`src/rtl/serial_add_sub.sv`:
```
// -----------------------------------------------------------------------------
// serial_add_sub
//
// Bit-serial two's-complement adder/subtractor. Operands are captured on a
// start request, then one bit per clock is processed LSB first through a
// single full-adder cell with a registered carry. The result, carry-out and
// signed overflow are presented with a one-cycle done pulse.
//
// Ports:
//   clk       rising-edge clock
//   rst       asynchronous, active-high reset
//   start     request; accepted only in IDLE or DONE
//   sub       0 = a+b, 1 = a-b; sampled with start
//   a, b      WIDTH-bit operands; sampled with start
//   busy      high while the operation is running
//   done      one-cycle pulse; result/c_out/overflow valid
//   result    WIDTH-bit sum or difference
//   c_out     carry out of the MSB (for subtract: 1 = no borrow)
//   overflow  signed overflow
// -----------------------------------------------------------------------------
module serial_add_sub #(
    parameter int WIDTH = 8
) (
    input  logic             clk,
    input  logic             rst,
    input  logic             start,
    input  logic             sub,
    input  logic [WIDTH-1:0] a,
    input  logic [WIDTH-1:0] b,
    output logic             busy,
    output logic             done,
    output logic [WIDTH-1:0] result,
    output logic             c_out,
    output logic             overflow
);

    localparam int CW = $clog2(WIDTH);
    localparam logic [CW-1:0] LAST = CW'(WIDTH - 1);

    typedef enum logic [1:0] {
        IDLE = 2'd0,
        RUN  = 2'd1,
        DONE = 2'd2
    } state_t;

    state_t           state;
    logic [WIDTH-1:0] opa;
    logic [WIDTH-1:0] opb;
    logic             carry;
    logic [CW-1:0]    cnt;

    // Full-adder cell on the current LSBs.
    logic sum_bit;
    logic carry_next;

    assign sum_bit    = opa[0] ^ opb[0] ^ carry;
    assign carry_next = (opa[0] & opb[0]) | ((opa[0] ^ opb[0]) & carry);

    // NOTE: sequential state uses non-blocking assignments so every register
    // samples pre-edge values, independent of statement order.
    always_ff @(posedge clk or posedge rst) begin
        if (rst) begin
            state    <= IDLE;
            busy     <= 1'b0;
            done     <= 1'b0;
            opa      <= '0;
            opb      <= '0;
            carry    <= 1'b0;
            cnt      <= '0;
            result   <= '0;
            c_out    <= 1'b0;
            overflow <= 1'b0;
        end else begin
            case (state)
                IDLE, DONE: begin
                    done <= 1'b0;
                    if (start) begin
                        state    <= RUN;
                        busy     <= 1'b1;
                        opa      <= a;
                        // Subtraction as a + ~b + 1: invert b, seed carry with 1.
                        opb      <= sub ? ~b : b;
                        carry    <= sub;
                        cnt      <= '0;
                        result   <= '0;
                        c_out    <= 1'b0;
                        overflow <= 1'b0;
                    end else begin
                        state <= IDLE;
                    end
                end

                RUN: begin
                    opa    <= opa >> 1;
                    opb    <= opb >> 1;
                    result <= {sum_bit, result[WIDTH-1:1]};
                    carry  <= carry_next;
                    cnt    <= cnt + 1'b1;
                    if (cnt == LAST) begin
                        state    <= DONE;
                        busy     <= 1'b0;
                        done     <= 1'b1;
                        c_out    <= carry_next;
                        // On the MSB edge the registered carry is the carry
                        // into the MSB, so it is used directly rather than
                        // being latched into a separate register first.
                        overflow <= carry ^ carry_next;
                    end
                end

                default: begin
                    state <= IDLE;
                    busy  <= 1'b0;
                    done  <= 1'b0;
                end
            endcase
        end
    end

endmodule

```
`config.mk`:
```
export PLATFORM = sky130hd
export DESIGN_NAME = serial_add_sub
export DESIGN_NICKNAME = d
export VERILOG_FILES = /design/src/rtl/serial_add_sub.sv
export SDC_FILE = /design/constraint.sdc
export NUM_CORES = 1
export LEC_CHECK = 0
export ABC_CLOCK_PERIOD_IN_PS = 1600
export BUFFER_PORTS_ARGS = -buffer_cell sky130_fd_sc_hd__buf_2
export CAP_MARGIN = 40
export CORE_AREA = 5 5 67 54
export DETAILED_ROUTE_END_ITERATION = 6
export DIE_AREA = 0 0 72 59
export PLACE_DENSITY = 0.76
export SLEW_MARGIN = 20
export SYNTH_ARGS = -nofsm -noshare
export SYNTH_HDL_FRONTEND = slang
export SYNTH_SLANG_ARGS = --single-unit
```
`constraint.sdc`:
```
create_clock -name clk -period 1.6 [get_ports clk]
set_clock_uncertainty 0.1 [all_clocks]
set_input_delay 0.24 -clock clk [delete_from_list [all_inputs] [get_ports clk]]
set_output_delay 0.24 -clock clk [all_outputs]
set_load 0.02 [all_outputs]
```
==> reports/qor.yml, run 1 <==
route:
  wl_per_cell_microns: 15.4
  drt-total-wl_mm: 2.89
  met1_length_mm: 1.24
  highest_layer: "met4"
  dr_wl_met3_microns: 207
  drc_errors: 0
  dr.pass1.iters: 4
  drt-initial-drc-count: 88
  dr_wl_met2_mm: 1.40
  detail-route-antenna-nets: 0
  vias: 1022
  via_per_inst: 5.47
cells_and_area:
  n_antenna_cell: 0
  fin_cells: 187
  nets: 171
  synthToLayoutAreaGrowth_pct: 20.6
  final_cell_mix: "dfrtp_1 (33), buf_2 (31), a22o_1 (20)"
  drive_gt1_share_pct: 31.5
  final_common_cell: "dfrtp_1"
  final_area_sq_um: 1750
  fill_cells: 225
synth:
  syn-num-nets: 137
  synth_top_family_by_area: "compound AO/OA/AOI/OAI gates"
  synthesis.area_sq_um: 1450
  yosysUniqueCellTypes: 24
  synth_compound_area_share_pct: 22.4
  avgSynthCellArea_sq_um: 12.7
  synth_top_area_share_pct: 56.9
  netlist_instances: 114
  ys_ff_latch: 33
  synthMuxAreaShare_pct: 0.777
  synth_area_leader_cell: "dfrtp_1"
  synthXorXnorAreaFrac_pct: 5.44
  synth.area.top_cells: "dfrtp_1 (57%), a22o_1 (12%), a221o_1 (4.8%)"
  synth-simple-area-share_pct: 6.82
  ys_warn_count: 0
  synth.yosys.seq_area_share_pct: 56.9
  synth_fa_ha_area_share_pct: 3.11
grt:
  grt_pass1_wl_mm: 4.93
  overflow: 0
  grt_pass1_vias: 1061
  grt_antenna_before_repair: 0
  globalRouteTotalUtil_pct: 15.5
  grt_max_degree: 34
sta:
  period_minus_slack_ps: 1450
  tns_ps: 0
  worstMarginPinSlew_ps: 405
  slew_headroom_pct: 73.0
  hold_viol_final: 0
  drv_slew: 0
  min_period_over_period_pct: 90.9
  rsz0062_at_grt: "no"
  setup_viol: 0
  layout_setup_ws_ps: 145
  max_freq_mhz: 687
  hold_slack_ps: 78.9
cts:
  ctsResizeCount: 0
  cts_setup_buffers: 0
  cts_tree: "done"
  clock_latency_ps: 280
  h-tree-depth: 2
  path_clk_slew_ps: 70
  cts_hold_buf: 1
  cts-root-buf: "clkbuf_8"
  numCtsBuffers: 5
  clk_path_buf_depth: 2
  clock_sinks: 33
worst_setup_path:
  cp_slowest_cell: "fa_1"
  crit_fanout: 3
  cp.buffers_inverters: 0
  cp.required_ps: 1670
  r2r-start: "opa[0]$_DFFE_PP0P_"
  ff2ff_path_depth: 3
  arrival_ps: 1530
  worstSetupPathType: "flip-flop to flip-flop"
  max_stage_delay_ps: 470
  r2r_slack_ps: 150
  crit_path_end_kind: "flip-flop"
  reg2reg_to: "carry$_DFFE_PP0P_"
  path_delay_family: "adder cells"
  startpoint_type: "flip-flop"
  cp_cell_sequence: "fa_1 > a22o_1 > a21o_1"
  cp.depth: 3
place:
  hpwl_mm: 1.98
  io_buffer_count: 31
  dpl-instance-area_sq_um: 1640
  gp_congestion: 0.743
  placed_cells: 178
  pre_cts_ws_ps: 151
floorplan:
  core_area_sq_um: 2850
  die_y_microns: 59
  rows: 17
  io_pins: 32
  dieArea_sq_um: 4250
  initial_utilization_pct: 50.9
  fp.dieW_microns: 72
min_path:
  holdPathStages: 2
  min-delay-start: "a[7]"
  hold_path_end: "opa[7]$_DFFE_PP0P_"
  min_path_type: "primary input to flip-flop"
job:
  max_cap_viol_count: 0
power_and_ir_drop:
  irDropWorstVdd_v: 0.000883
  power.density_nw_per_um2: 2100
  p_leak_nw: 0.909
outcome:
  status: "finished clean"
## routing by layer
metal	vias up	global-route usage (%)
li1	481	-
met1	506	19.2
met2	29	24.1
met3	6	7.29
met4	0	4.83
met5	-	0
## stage by stage
step | power [mW] | utilization [%]
global placement | 2.93 | 57.5
floorplan | 2.63 | -
CTS | 3.72 | 61.4
detailed placement | 3.01 | 57.5
finish | 3.68 | 61.4
global route | 3.93 | 61.4
## layout make-up
cell class / count / area [sq um] / area share (%)
sequential: 33 / 826 / 47.2
multi-input combinational: 69 / 559 / 32.0
timing repair buffer: 35 / 200 / 11.4
clock buffer: 7 / 96.3 / 5.51
tap: 38 / 47.5 / 2.72
inverter: 4 / 15.0 / 0.858
clock inverter: 1 / 5.00 / 0.286
## kinds of logic (layout without fill, tap and decap cells)
kind of cell	Yosys count	in the layout
mux	1	1
compound gates	39	39
xor+xnor	9	9
buf+inv	12	47
flops	33	33
fa+ha+maj	3	3
simple gates	17	17
## cell usage after synthesis, drive strengths merged
library cell and instances:
a21o 8, a221o 7, a22o 20, buf 7, clkbuf 1, dfrtp 33
fa 1, ha 2, inv 4, mux2 1, nand2 1, nand2b 1
nand3 2, nand3b 1, nor2 10, nor2b 2, o21ai 4, xnor2 8
xor2 1
## worst max path at each step
stage | start | to | slack [ps]
2_1_floorplan | state[0]$_DFFE_PP0N_ | opa[0]$_DFFE_PP0P_ | 180
3_3_place_gp | opa[0]$_DFFE_PP0P_ | carry$_DFFE_PP0P_ | 180
3_5_place_dp | opa[0]$_DFFE_PP0P_ | carry$_DFFE_PP0P_ | 150
4_1_cts | opa[0]$_DFFE_PP0P_ | carry$_DFFE_PP0P_ | 140
5_1_grt | state[0]$_DFFE_PP0N_ | opb[1]$_DFFE_PP0P_ | 80
6_report | opa[0]$_DFFE_PP0P_ | carry$_DFFE_PP0P_ | 150
## sequential cells by signal, indices dropped and copies added (netlist names)
signal and count:
opa 8, cnt 3, overflow 1, c_out 1, done 1, state 1, result 8, carry 1
opb 8, busy 1
## power breakdown
group	leakage (nW)	switching (mW)	internal (mW)	total, mW
logic	0.437	0.796	0.743	1.54
registers	0.417	0.244	1.21	1.46
clock network	0.0542	0.293	0.388	0.682
total	0.909	1.33	2.34	3.68
No activity file was read; power rests on OpenSTA's default activity.
==> inputs of run 2 (changes only) <==
- GPL_ROUTABILITY_DRIVEN: unset -> 1
- PLACE_DENSITY: 0.76 -> unset
- PLACE_DENSITY_LB_ADDON: unset -> 0.1
==> run 2 against run 1 <==
Effect of this change: register-to-register slack worse by 20 ps; utilization shrank 0.48 points; sequential share of layout area up 0.37 points; final area shrank 0.79%; combinational power is essentially flat; total power decreased by 2.4%; via count fell by 2.3%; maximum frequency down 1.0%; highest routed layer unchanged; routed wire length shrank 4.9%; largest power group unchanged; non-clock buffer count up 1; clock-buffer cell count is 1 higher; clock power down 15%.
==> reports/qor.yml, run 2 (synthesized netlist as in run 1, its figures left out) <==
grt:
  grt_pass1_wl_mm: 5.04  # +2.3%
  grt_antenna_before_repair: 0  # unchanged
  globalRouteTotalUtil_pct: 15.4  # -0.10 points
  grt_pass1_vias: 1061  # unchanged
  grt_max_degree: 34  # unchanged
  overflow: 0  # unchanged
floorplan:
  io_pins: 32  # unchanged
  fp.dieW_microns: 72  # unchanged
  initial_utilization_pct: 50.9  # unchanged
  core_area_sq_um: 2850  # unchanged
  die_y_microns: 59  # unchanged
  dieArea_sq_um: 4250  # unchanged
  rows: 17  # unchanged
power_and_ir_drop:
  irDropWorstVdd_v: 0.000948  # +7.3%
  power.density_nw_per_um2: 2070  # -1.6%
  p_leak_nw: 0.899  # -1.1%
sta:
  period_minus_slack_ps: 1470  # +15.4 ps
  hold_slack_ps: 106  # +27.3 ps
  tns_ps: 0  # unchanged
  setup_viol: 0  # unchanged
  min_period_over_period_pct: 91.9  # +0.96 points
  rsz0062_at_grt: "no"
  max_freq_mhz: 680  # -1.0%
  drv_slew: 0  # unchanged
  worstMarginPinSlew_ps: 418  # +13.8 ps
  hold_viol_final: 0  # unchanged
  slew_headroom_pct: 72.1  # -0.92 points
worst_setup_path:
  startpoint_type: "flip-flop"
  worstSetupPathType: "flip-flop to flip-flop"
  r2r-start: "state[0]$_DFFE_PP0N_"
  r2r_slack_ps: 130  # -20 ps
  crit_path_end_kind: "flip-flop"
  cp-endpoint: "opb[3]$_DFFE_PP0P_"
  arrival_ps: 1530  # about the same
  cp.required_ps: 1660  # about the same
  critical_path.startpoint: "state[0]$_DFFE_PP0N_"
  reg2reg_to: "opb[3]$_DFFE_PP0P_"
  crit_fanout: 28  # +25
  ff2ff_path_depth: 3  # unchanged
cts:
  cts-root-buf: "clkbuf_8"
  numCtsBuffers: 5  # unchanged
  h-tree-depth: 2  # unchanged
  ctsResizeCount: 0  # unchanged
  clock_sinks: 33  # unchanged
  cts_tree: "done"
  path_clk_slew_ps: 60  # about the same
  clk_path_buf_depth: 2  # unchanged
  cts_setup_buffers: 0  # unchanged
  clock_latency_ps: 270  # about the same
route:
  via_per_inst: 5.31  # -2.9%
  dr.pass1.iters: 4  # unchanged
  drt-total-wl_mm: 2.75  # -4.9%
  drt-initial-drc-count: 45  # -49%
  detail-route-antenna-nets: 0  # unchanged
  vias: 998  # -2.3%
  drc_errors: 0  # unchanged
  wl_per_cell_microns: 14.6  # -5.4%
cells_and_area:
  drive_gt1_share_pct: 30.0  # -1.5 points
  synthToLayoutAreaGrowth_pct: 19.7
  n_antenna_cell: 0  # unchanged
  nets: 172  # +0.58%
  largestRegisters: "opa (8), opb (8), result (8)"
  fin_util_pct: 60.9  # -0.48 points
  final_common_cell: "dfrtp_1"
  final_cell_mix: "dfrtp_1 (33), buf_2 (31), a22o_1 (20)"
place:
  gp_congestion: 0.688  # -7.4%
  io_buffer_count: 31  # unchanged
  hpwl_mm: 1.85  # -6.6%
job:
  max_cap_viol_count: 0  # unchanged
outcome:
  status: "finished clean"
min_path:
  min_path_type: "primary input to flip-flop"
-- run 2: stage by stage --
step	instance area [sq um]	worst slack, ps	cells	total power [mW]
after global placement	1650	174	179	2.99
after CTS	1740	118	188	3.64
after floorplan	1450	183	114	2.63
after detailed placement	1650	140	179	3.02
after global routing	1740	31.5	188	3.88
final	1740	130	188	3.59
-- run 2: worst max-delay path: stages (launching register included) --
cell	delay, ps
dfrtp_1	390
nor2b_2	380
nor2_8	160
a221o_1	320
-- run 2: area by class of cell --
cell class              count  area (sq um)
well taps                  38          47.5
fillers                   255          1110
clock buffers               8          80.1
repair buffers             36           208
flip-flops and latches     33           826
inverters                   4          15.0
multi-input cells          69           559
-- run 2: how the worst min path moves through the flow --
stage,start,end,cells past startpoint
final,a[7],opa[7]$_DFFE_PP0P_,2
after global routing,a[7],opa[7]$_DFFE_PP0P_,2
after CTS,a[7],opa[7]$_DFFE_PP0P_,2
after detailed placement,rst,result[6]$_DFFE_PP0P_,3
after global placement,rst,opa[3]$_DFFE_PP0P_,3
after floorplan,rst,busy$_DFFE_PP0P_,1
-- run 2: routing by layer --
metal | GRT usage (%) | up-vias | part of all wire, %
met2 | 23.6 | 30 | 44
met4 | 5.63 | 0 | 1.0
met3 | 5.93 | 4 | 8.0
li1 | - | 486 | -
met5 | 0 | - | 0
met1 | 19.9 | 478 | 47
-- run 2: report_power, final --
part           switching (mW)  leakage, nW  total (mW)  internal (mW)
Combinational           0.802        0.442        1.57          0.765
Clock                   0.269       0.0395       0.577          0.308
Sequential              0.233        0.417        1.44           1.21
-- run 2: repair_timing --
| item | 4_1_cts | 5_1_grt |
|---|---|---|
| endpoints found under the hold margin | 33 | 0 |
| hold buffers | 1 | 0 |
| setup endpoints to repair | 0 | 0 |
==> inputs of run 3 (changes only) <==
- PLACE_DENSITY_LB_ADDON: 0.1 -> 0.2
==> run 3 against run 2 <==
Effect of this change: final area decreased by 0.72%; non-clock buffer count unchanged; total power fell by 1.5%; sequential share of layout area is 0.35 points higher; utilization shrank 0.44 points; largest cell class unchanged; flip-flop and latch count stayed put.
==> reports/qor.yml, run 3 (synthesized netlist as in run 1, its figures left out) <==
outcome:
  status: "finished clean"
floorplan:
  io_pins: 32  # unchanged
  fp.dieW_microns: 72  # unchanged
  rows: 17  # unchanged
  die_y_microns: 59  # unchanged
  initial_utilization_pct: 50.9  # unchanged
  dieArea_sq_um: 4250  # unchanged
  core_area_sq_um: 2850  # unchanged
worst_setup_path:
  cp.required_ps: 1670  # about the same
  cp_slowest_cell: "fa_1"
  r2r-start: "opa[0]$_DFFE_PP0P_"
  max_stage_delay_ps: 480  # +90 ps
  ff2ff_path_depth: 3  # unchanged
  arrival_ps: 1530  # about the same
  crit_path_end_kind: "flip-flop"
  startpoint_type: "flip-flop"
  cp_cell_sequence: "fa_1 > a22o_1 > a21o_1"
  reg2reg_to: "carry$_DFFE_PP0P_"
  crit_fanout: 3  # -89%
  path_delay_family: "adder cells"
  r2r_slack_ps: 140  # about the same
  cp.buffers_inverters: 0  # unchanged
  worstSetupPathType: "flip-flop to flip-flop"
place:
  pre_cts_ws_ps: 143  # +3.37 ps
  gp_congestion: 0.734  # +6.6%
  hpwl_mm: 1.88  # +1.8%
  io_buffer_count: 31  # unchanged
  dpl-instance-area_sq_um: 1630  # -0.76%
route:
  wl_per_cell_microns: 14.4  # -1.7%
  via_per_inst: 5.37  # +1.1%
  drt-total-wl_mm: 2.70  # -1.7%
  detail-route-antenna-nets: 0  # unchanged
  vias: 1009  # +1.1%
  drc_errors: 0  # unchanged
  dr.pass1.iters: 4  # unchanged
  drt-initial-drc-count: 43  # -4.4%
grt:
  globalRouteTotalUtil_pct: 13.9  # -1.5 points
  grt_pass1_wl_mm: 4.43  # -12%
  grt_pass1_vias: 1011  # -4.7%
  busiest_layer: "met2"
  grt_antenna_before_repair: 0  # unchanged
  gr-usage-met3_pct: 5.08  # -0.85 points
  grt_max_degree: 34  # unchanged
  met2_usage_pct: 21.5  # -2.1 points
  met1_usage_pct: 17.1  # -2.8 points
  overflow: 0  # unchanged
sta:
  max_freq_mhz: 684  # +0.52%
  layout_setup_ws_ps: 137  # +7.65 ps
  hold_viol_final: 0  # unchanged
  min_period_over_period_pct: 91.4  # -0.48 points
  slew_headroom_pct: 73.6  # +1.5 points
  hold_slack_ps: 88.5  # -17.7 ps
  worstMarginPinSlew_ps: 396  # -22.7 ps
  period_minus_slack_ps: 1460  # -7.65 ps
  drv_slew: 0  # unchanged
  rsz0062_at_grt: "no"
  tns_ps: 0  # unchanged
  setup_viol: 0  # unchanged
min_path:
  holdPathStages: 2  # unchanged
  min-delay-start: "a[7]"
  min_path_type: "primary input to flip-flop"
  hold_path_end: "opa[7]$_DFFE_PP0P_"
cts:
  path_clk_slew_ps: 60  # about the same
  cts-root-buf: "clkbuf_8"
  clock_sinks: 33  # unchanged
  ctsResizeCount: 0  # unchanged
  cts_setup_buffers: 0  # unchanged
  h-tree-depth: 2  # unchanged
  cts_tree: "done"
  clock_latency_ps: 270  # about the same
  cts_hold_buf: 1  # unchanged
  clk_path_buf_depth: 2  # unchanged
  numCtsBuffers: 5  # unchanged
power_and_ir_drop:
  irDropWorstVdd_v: 0.000633  # -33%
  p_leak_nw: 0.894  # -0.57%
  power.density_nw_per_um2: 2050  # -0.74%
cells_and_area:
  synthToLayoutAreaGrowth_pct: 18.8
  nets: 172  # unchanged
  final_area_sq_um: 1720  # -0.72%
  drive_gt1_share_pct: 30.0  # unchanged
  n_antenna_cell: 0  # unchanged
  final_common_cell: "dfrtp_1"
  fin_util_pct: 60.4  # -0.44 points
  final_cell_mix: "dfrtp_1 (33), buf_2 (31), a22o_1 (20)"
  fill_cells: 248  # -2.7%
  largestRegisters: "opa (8), opb (8), result (8)"
job:
  max_cap_viol_count: 0  # unchanged
## run 3: changes by cell type in the layout (fill, tap and decap cells not counted)
cell    previous run  this run
buf_12             1         0
buf_4              3         4
## run 3: worst max-delay path by stage
stage	start	cells after the start	endpoint
2_1_floorplan	state[0]$_DFFE_PP0N_	5	opa[0]$_DFFE_PP0P_
3_5_place_dp	opa[0]$_DFFE_PP0P_	3	carry$_DFFE_PP0P_
5_1_grt	state[0]$_DFFE_PP0N_	4	opa[5]$_DFFE_PP0P_
6_report	opa[0]$_DFFE_PP0P_	3	carry$_DFFE_PP0P_
3_3_place_gp	opa[0]$_DFFE_PP0P_	3	carry$_DFFE_PP0P_
4_1_cts	opa[0]$_DFFE_PP0P_	3	carry$_DFFE_PP0P_
## run 3: cell type report
| class | count | area (sq um) | share of cell area [%] |
|---|---|---|---|
| flip-flops and latches | 33 | 826 | 47.9 |
| inverters | 4 | 15.0 | 0.871 |
| multi-input cells | 69 | 559 | 32.5 |
| clock buffers | 8 | 80.1 | 4.65 |
| repair buffers | 36 | 195 | 11.3 |
| well taps | 38 | 47.5 | 2.76 |
## run 3: per-stage QoR
step                cells  power, mW
floorplan             114       2.63
global placement      179       2.92
detailed placement    179       2.98
CTS                   188       3.57
global route          188       3.76
finish                188       3.54
## run 3: worst register-to-register path: stages (launching register included)
cell	delay, ps
dfrtp_1	400
fa_1	480
a22o_1	230
a21o_1	150
## run 3: power by group
part	internal, mW	switching [mW]
clock	0.308	0.269
sequential	1.21	0.246
combinational	0.722	0.780
total	2.24	1.29
## run 3: routing by layer
metal | wire (microns) | share of wire, %
met5 | 0 | 0
met4 | 46 | 1.7
met3 | 181 | 6.7
met2 | 1200 | 44
met1 | 1270 | 47
